File: config.mk
export PLATFORM = sky130hd
export DESIGN_NAME = fifo_write_ctrl
export DESIGN_NICKNAME = d
export VERILOG_FILES = /design/src/rtl/fifo_write_ctrl.sv
export SDC_FILE = /design/constraint.sdc
export NUM_CORES = 1
export LEC_CHECK = 0
export ABC_AREA = 1
export BUFFER_PORTS_ARGS = -buffer_cell sky130_fd_sc_hd__buf_2
export CAP_MARGIN = 20
export CORE_MARGIN = 2
export CORE_UTILIZATION = 42
export DETAILED_ROUTE_END_ITERATION = 6
export GPL_TIMING_DRIVEN = 0
export PLACE_DENSITY_LB_ADDON = 0.2
export SLEW_MARGIN = 10
export SYNTH_ARGS = -nofsm -noshare
export SYNTH_HDL_FRONTEND = slang
export SYNTH_SLANG_ARGS = --single-unit
export TNS_END_PERCENT = 1
File: constraint.sdc
create_clock -name clk -period 1.5 [get_ports clk]
set_clock_uncertainty 0.1 [all_clocks]
set_input_delay 0.225 -clock clk [delete_from_list [all_inputs] [get_ports clk]]
set_output_delay 0.225 -clock clk [all_outputs]
set_load 0.005 [all_outputs]
File: src/rtl/fifo_write_ctrl.sv
// Writer-side FIFO flow control: a two-entry skid buffer that drains into the FIFO write port.
// Optional stall statistics counter is built only when WRITE_STALL_STATS_EN is defined.
module fifo_write_ctrl #(
    parameter int BITNUMBER = 6,
    parameter int CNT_W     = 16
) (
    input  logic                 clk,
    input  logic                 reset,
    input  logic                 in_valid,
    input  logic [BITNUMBER-1:0] in_data,
    output logic                 in_ready,
    input  logic                 pause,
    input  logic                 Fifo_full,
    output logic                 Fifo_wr,
    output logic [BITNUMBER-1:0] Fifo_data_in,
    output logic [CNT_W-1:0]     stall_cnt
);

    typedef enum logic [1:0] {
        EMPTY = 2'd0,
        ONE   = 2'd1,
        TWO   = 2'd2
    } state_t;

    state_t               state;
    state_t               next_state;
    logic [BITNUMBER-1:0] head;
    logic [BITNUMBER-1:0] tail;
    logic                 accept;
    logic                 pop;

    always_ff @(posedge clk) begin
        if (reset) begin
            state <= EMPTY;
        end else begin
            state <= next_state;
        end
    end

    always_comb begin
        next_state = state;
        unique case (state)
            EMPTY: begin
                if (accept) begin
                    next_state = ONE;
                end
            end
            ONE: begin
                if (accept && !pop) begin
                    next_state = TWO;
                end else if (!accept && pop) begin
                    next_state = EMPTY;
                end
            end
            TWO: begin
                if (pop) begin
                    next_state = ONE;
                end
            end
            default: next_state = EMPTY;
        endcase
    end

    // Outputs are forced quiet while reset is high, even if the buffer still holds words.
    always_comb begin
        in_ready     = 1'b0;
        Fifo_wr      = 1'b0;
        Fifo_data_in = '0;
        if (!reset) begin
            in_ready     = (state != TWO);
            Fifo_wr      = (state != EMPTY) && !pause && !Fifo_full;
            Fifo_data_in = head;
        end
    end

    assign accept = in_valid && in_ready;
    assign pop    = Fifo_wr;

    // Head always holds the oldest word; tail is only used while two words are buffered.
    always_ff @(posedge clk) begin
        if (reset) begin
            head <= '0;
            tail <= '0;
        end else begin
            unique case (state)
                EMPTY: begin
                    if (accept) begin
                        head <= in_data;
                    end
                end
                ONE: begin
                    if (accept && pop) begin
                        head <= in_data;
                    end else if (accept) begin
                        tail <= in_data;
                    end
                end
                TWO: begin
                    if (pop) begin
                        head <= tail;
                    end
                end
                default: begin
                    head <= head;
                end
            endcase
        end
    end

`ifdef WRITE_STALL_STATS_EN
    logic [CNT_W-1:0] stall_q;

    // Saturating count of cycles a buffered word was held back.
    always_ff @(posedge clk) begin
        if (reset) begin
            stall_q <= '0;
        end else if ((state != EMPTY) && (pause || Fifo_full) && (stall_q != '1)) begin
            stall_q <= stall_q + CNT_W'(1);
        end
    end

    assign stall_cnt = stall_q;
`else
    assign stall_cnt = '0;
`endif

endmodule

==> Word-level counts from Yosys, hierarchy flattened <==
Index checks and enable logic that the tools add are counted.
{ "word_totals": {"output_inout_bits": 24, "regBits": 14, "elab_cells": 39, "in_bits": 11} }
{ "classes": {"n_eq_ne": 7, "reduce_logical": 16, "n_bitwise": 1, "muxes": 12} }
{ "ops": {"columns": ["operator", "count"], "rows": [
  ["6-bit two-way mux", 4],
  ["6-bit one-hot mux with 3 select lines", 1],
  ["2-bit two-way mux", 4],
  ["2-bit != test, second input constant", 4],
  ["1-bit logical AND", 6],
  ["2-bit one-hot mux with 3 select lines", 1],
  ["3-bit AND reduction", 2],
  ["1-bit logical NOT", 4],
  ["4-bit AND reduction", 1],
  ["3-bit != test, second input constant", 1],
  ["3-bit nonzero test", 1],
  ["2-bit by 1-bit == test with 1-bit output, second input constant", 1],
  ["2-bit == test, second input constant", 1],
  ["2-bit logical NOT", 1],
  ["1-bit two-way mux", 2],
  ["2-bit nonzero test", 1],
  ["1-bit NOT", 1]
]} }

==> Longest topological paths before layout <==
{ "depth": {"ltp_word": 8, "ltp_mapped": 12, "depth_no_buf": 11} }

==> Worst setup path before layout <==
Ideal clock, no wire load.
{ "synth_timing": {"path_type": "reg2reg", "from": "register state[1]", "to": "register state[1]", "slack_ps": -61, "setup_time_ps": 70, "required_ps": 1330, "n_path_buf": 0, "t_arrival_ps": 1391, "path_stages_with_launch": 7, "period_less_slack_ps": 1561, "cell_sequence": "dfxtp_1 nor2_1 nor2_1 inv_1 ha_1 a31o_2 a21oi_1"} }
{ "synth_between": {"elab_chain_cells": 8, "word_cells_on_any_way": 20, "cone_classes": "6 x eq/ne; 4 x mux; 10 x reduce/logical"} }
{ "synth_rtl": {"columns": ["element", "line_no", "text"], "rows": [
  ["start: declaration", "25", "state_t state;"],
  ["start signal: assignment", "36", "state <= next_state;"],
  ["2-bit nonzero test *", "71", "Fifo_wr = (state != EMPTY) && !pause && !Fifo_full;"],
  ["1-bit logical AND * (2 in series)", "71", null],
  ["1-bit two-way mux *", "69", "if (!reset) begin"],
  ["net Fifo_wr", "14", "output logic Fifo_wr,"],
  ["1-bit logical NOT", "49", "if (accept && !pop) begin"],
  ["1-bit logical AND", "49", null],
  ["3-bit != test (no line) or 2-bit two-way mux (tied branches)", null, null],
  ["3-bit AND reduction (no line) or 2-bit one-hot mux with 3 select lines (tied branches)", null, null]
]} }
The timed path passes the listed nets; every way through them passes the cells marked *.
A chain may end at the register's enable or synchronous reset.

==> Worst setup path after layout <==
{ "layout_timing": {"from": "register state[0]", "to": "register tail[4]"} }
{ "layout_between": {"elab_chain_cells": 7, "word_cells_on_any_way": 11, "cone_classes": "2 x eq/ne; 2 x mux; 1 x bitwise; 6 x reduce/logical"} }
{ "layout_rtl": {"columns": ["element", "line_no", "text"], "rows": [
  ["2-bit nonzero test", "71", null],
  ["1-bit logical AND (2 in series)", "71", null],
  ["1-bit two-way mux", "69", null],
  ["1-bit logical AND", "92", "if (accept && pop) begin"],
  ["1-bit NOT (no line)", null, null],
  ["3-bit AND reduction (no line) *", null, null],
  ["end signal: assignment", "95", "tail <= in_data;"],
  ["end: declaration", "28", "logic [BITNUMBER-1:0] tail;"]
]} }
Every way passes the cells marked *; elsewhere a longest branch is shown, timed or not.

==> load_flow_metrics.sql <==
INSERT INTO impl_metrics (metric_group, metric, value, unit) VALUES
('outcome', 'outcome', 'finished, violations left', ''),
('outcome', 'violations', 'setup timing', ''),
('cells_and_area', 'antenna_cells', '0', ''),
('setup_path', 'cp_most_frequent_cell', 'sky130_fd_sc_hd__inv_4', ''),
('min_path', 'hold_path.class', 'in -> reg', ''),
('global_routing', 'grt-ovfl-total', '0', ''),
('setup_path', 'cpMaxStageDelayCell', 'sky130_fd_sc_hd__dfxtp_4', ''),
('cells_and_area', 'postLayoutCellArea', '1197', 'um2'),
('synthesis', 'syn_area', '879.6', 'um2'),
('clock_network', 'clock_tree.root_cell', 'sky130_fd_sc_hd__clkbuf_4', ''),
('setup_path', 'crit_arrival', '1.59', 'ns'),
('clock_network', 'cts.path.max_buffers', '2', ''),
('sta', 'rsz0062_at_grt', 'yes', ''),
('cells_and_area', 'final.fill_count', '197', ''),
('setup_path', 'timing.critical_path.from', 'state[0]', ''),
('detailed_routing', 'detail_routed_via_count_per_cell', '4.315', ''),
('detailed_routing', 'wl', '2.040', 'mm'),
('placed_design', 'detailed_place_hpwl', '1.377', 'mm'),
('power', 'p_leak', '0.6222', 'nW'),
('detailed_routing', 'detailedRoute.firstPassIterationCount', '4', ''),
('cells_and_area', 'synthToLayoutAreaGrowth', '36.13', '%'),
('synthesis', 'syn-instance-count', '128', ''),
('die', 'fp.dieW', '49.77', 'um'),
('sta', 'final_min_period_over_clock_period', '101.4', '%'),
('setup_path', 'crit_type', 'reg -> reg', ''),
('setup_path', 'cp_data_required_time', '1.57', 'ns'),
('die', 'row_count', '16', ''),
('synthesis', 'synth_enable_flop_cells', '0', ''),
('cells_and_area', 'drive_above_1_share', '39.41', '%'),
('detailed_routing', 'antenna_violating_nets_post_route', '0', ''),
('synthesis', 'synth_top_cells_by_area', 'sky130_fd_sc_hd__dfxtp_1 (32%), sky130_fd_sc_hd__buf_4 (15%), sky130_fd_sc_hd__nor2_1 (9.4%)', ''),
('clock_network', 'path_clk_slew', '0.08', 'ns'),
('sta', 'max_clock_freq', '0.6573', 'GHz'),
('setup_path', 'worstRegToRegCells', '9', ''),
('global_routing', 'initial_antenna_violation_count', '0', ''),
('die', 'fp.coreArea', '1962', 'um2'),
('die', 'start_util', '44.83', '%'),
('global_routing', 'first_global_vias', '716', ''),
('die', 'die_height', '49.77', 'um'),
('sta', 'final_max_slew_viol_count', '0', ''),
('die', 'die-area', '2477', 'um2'),
('detailed_routing', 'drc', '0', ''),
('min_path', 'worstHoldStart', 'reset', ''),
('synthesis', 'synth.avg_cell_area', '6.872', 'um2'),
('placed_design', 'placement.cell_area', '1059', 'um2'),
('cells_and_area', 'finalCoreUtilization', '61.03', '%'),
('setup_path', 'worst-path-buf-inv', '3', ''),
('synthesis', 'synth.top_cell.area_share', '31.86', '%'),
('detailed_routing', 'dr_total_vias', '850', ''),
('clock_network', 'clock_tree.htree_level_count', '1', ''),
('global_routing', 'grt_pass1_wl', '2.911', 'mm'),
('synthesis', 'yosysSeqAreaShare', '31.86', '%'),
('setup_path', 'crit_cells', '9', ''),
('synthesis', 'asyncSetResetFlopFracSynth', '0', '%'),
('synthesis', 'synth.ff_latch_count', '14', ''),
('setup_path', 'critical-path-max-stage-delay', '0.39', 'ns'),
('setup_path', 'critical_path.top_delay_family', 'flip-flops', ''),
('clock_network', 'cts_tree', 'built', ''),
('power', 'irDropWorstVdd', '0.5826', 'mV'),
('run', 'drv_cap', '0', ''),
('setup_path', 'r2r_start', 'state[0]', ''),
('sta', 'final-setup-viol-count', '2', ''),
('global_routing', 'grt_max_degree', '11', ''),
('synthesis', 'cell_with_the_most_instances_after_synthesis', 'sky130_fd_sc_hd__nor2_1', ''),
('setup_path', 'setup.worst_path.start_class', 'flip-flop', ''),
('die', 'io_pins', '35', ''),
('synthesis', 'synth_cell_type_count', '18', ''),
('cells_and_area', 'final_std_cells_w_o_fill', '197', ''),
('power', 'power_density', '752.8', 'nW/um2'),
('synthesis', 'synth_warnings', '0', ''),
('sta', 'timing.final.ws_setup', '-0.02143', 'ns');
flip-flops by register name (all words and copies together), names as in the netlist:
name,cells
tail,6
state,2
head,6
cells by family after synthesis:
family / share of synthesized area (%)
and+or+nand+nor: 25.75
buffers and inverters: 26.17
AOI/OAI and AO/OA: 12.94
DFF: 31.86
adders and majority gates: 2.844
other: 0.4263
cell type report:
| class | count | area (um2) | share of cell area, % |
|---|---|---|---|
| plain buffers | 21 | 166.4 | 13.90 |
| repair buffers | 24 | 138.9 | 11.60 |
| flip-flops and latches | 14 | 287.8 | 24.03 |
| well taps | 27 | 33.78 | 2.821 |
| multi-input cells | 90 | 475.5 | 39.71 |
| clock buffers | 3 | 22.52 | 1.881 |
| inverters | 18 | 72.57 | 6.061 |
repair_timing:
| action | CTS | global route |
|---|---|---|
| pin swaps | 1 | 4 |
| resized for setup | 8 | 15 |
| buffers inserted | 1 | 4 |
| setup endpoints to repair | 13 | 12 |
| cloned | 0 | 2 |
stage by stage:
stage | TNS [ns] | worst slack (ns) | hold WS (ns) | power, mW
after CTS | 0 | 0.005299 | 0.05100 | 0.8600
after global routing | -0.8029 | -0.08837 | 0.05877 | 0.9596
after detailed placement | -1.405 | -0.1652 | 0.3408 | 0.6480
after global placement | -0.7138 | -0.08439 | 0.3323 | 0.6397
final | -0.02856 | -0.02143 | 0.05103 | 0.9014
after floorplan | 0 | 0.002198 | 0.3098 | 0.5932
worst min-delay path by stage:
stage	depth (start not counted)	to
detailed placement	2	tail[4]
CTS	2	state[1]
global route	2	state[1]
global placement	2	tail[5]
floorplan	2	state[1]
finish	2	state[1]
metal layers:
| layer | part of all wire, % | global-route usage, % | vias up |
|---|---|---|---|
| met5 | 0 | 0 | - |
| met4 | 0.69 | 5.556 | 0 |
| met3 | 5.5 | 3.030 | 2 |
| met2 | 53 | 29.11 | 23 |
| met1 | 40 | 15.76 | 377 |
| li1 | - | - | 448 |
placed cells by master, fill, tap and decap left out:
| cell type | count |
|---|---|
| sky130_fd_sc_hd__a21oi_1 | 9 |
| sky130_fd_sc_hd__a31o_2 | 1 |
| sky130_fd_sc_hd__buf_2 | 19 |
| sky130_fd_sc_hd__buf_4 | 22 |
| sky130_fd_sc_hd__buf_6 | 4 |
| sky130_fd_sc_hd__clkbuf_4 | 3 |
| sky130_fd_sc_hd__conb_1 | 16 |
| sky130_fd_sc_hd__dfxtp_1 | 12 |
| sky130_fd_sc_hd__dfxtp_4 | 2 |
| sky130_fd_sc_hd__ha_1 | 1 |
| sky130_fd_sc_hd__ha_4 | 1 |
| sky130_fd_sc_hd__inv_1 | 15 |
| sky130_fd_sc_hd__inv_2 | 1 |
| sky130_fd_sc_hd__inv_4 | 2 |
| sky130_fd_sc_hd__nand2_1 | 17 |
| sky130_fd_sc_hd__nand2_2 | 5 |
| sky130_fd_sc_hd__nand2_4 | 1 |
| sky130_fd_sc_hd__nand3_1 | 1 |
| sky130_fd_sc_hd__nand3_2 | 2 |
| sky130_fd_sc_hd__nand3_4 | 2 |
| sky130_fd_sc_hd__nor2_1 | 20 |
| sky130_fd_sc_hd__nor2_4 | 2 |
| sky130_fd_sc_hd__o21ai_0 | 9 |
| sky130_fd_sc_hd__o21ai_1 | 3 |
where the power goes:
part	total [mW]	leakage [nW]	internal, mW	switching, mW
clock	0.204	0.0138	0.0930	0.111
combinational	0.283	0.492	0.136	0.147
sequential	0.415	0.116	0.402	0.0136
Power figures use the tool's default switching activity.
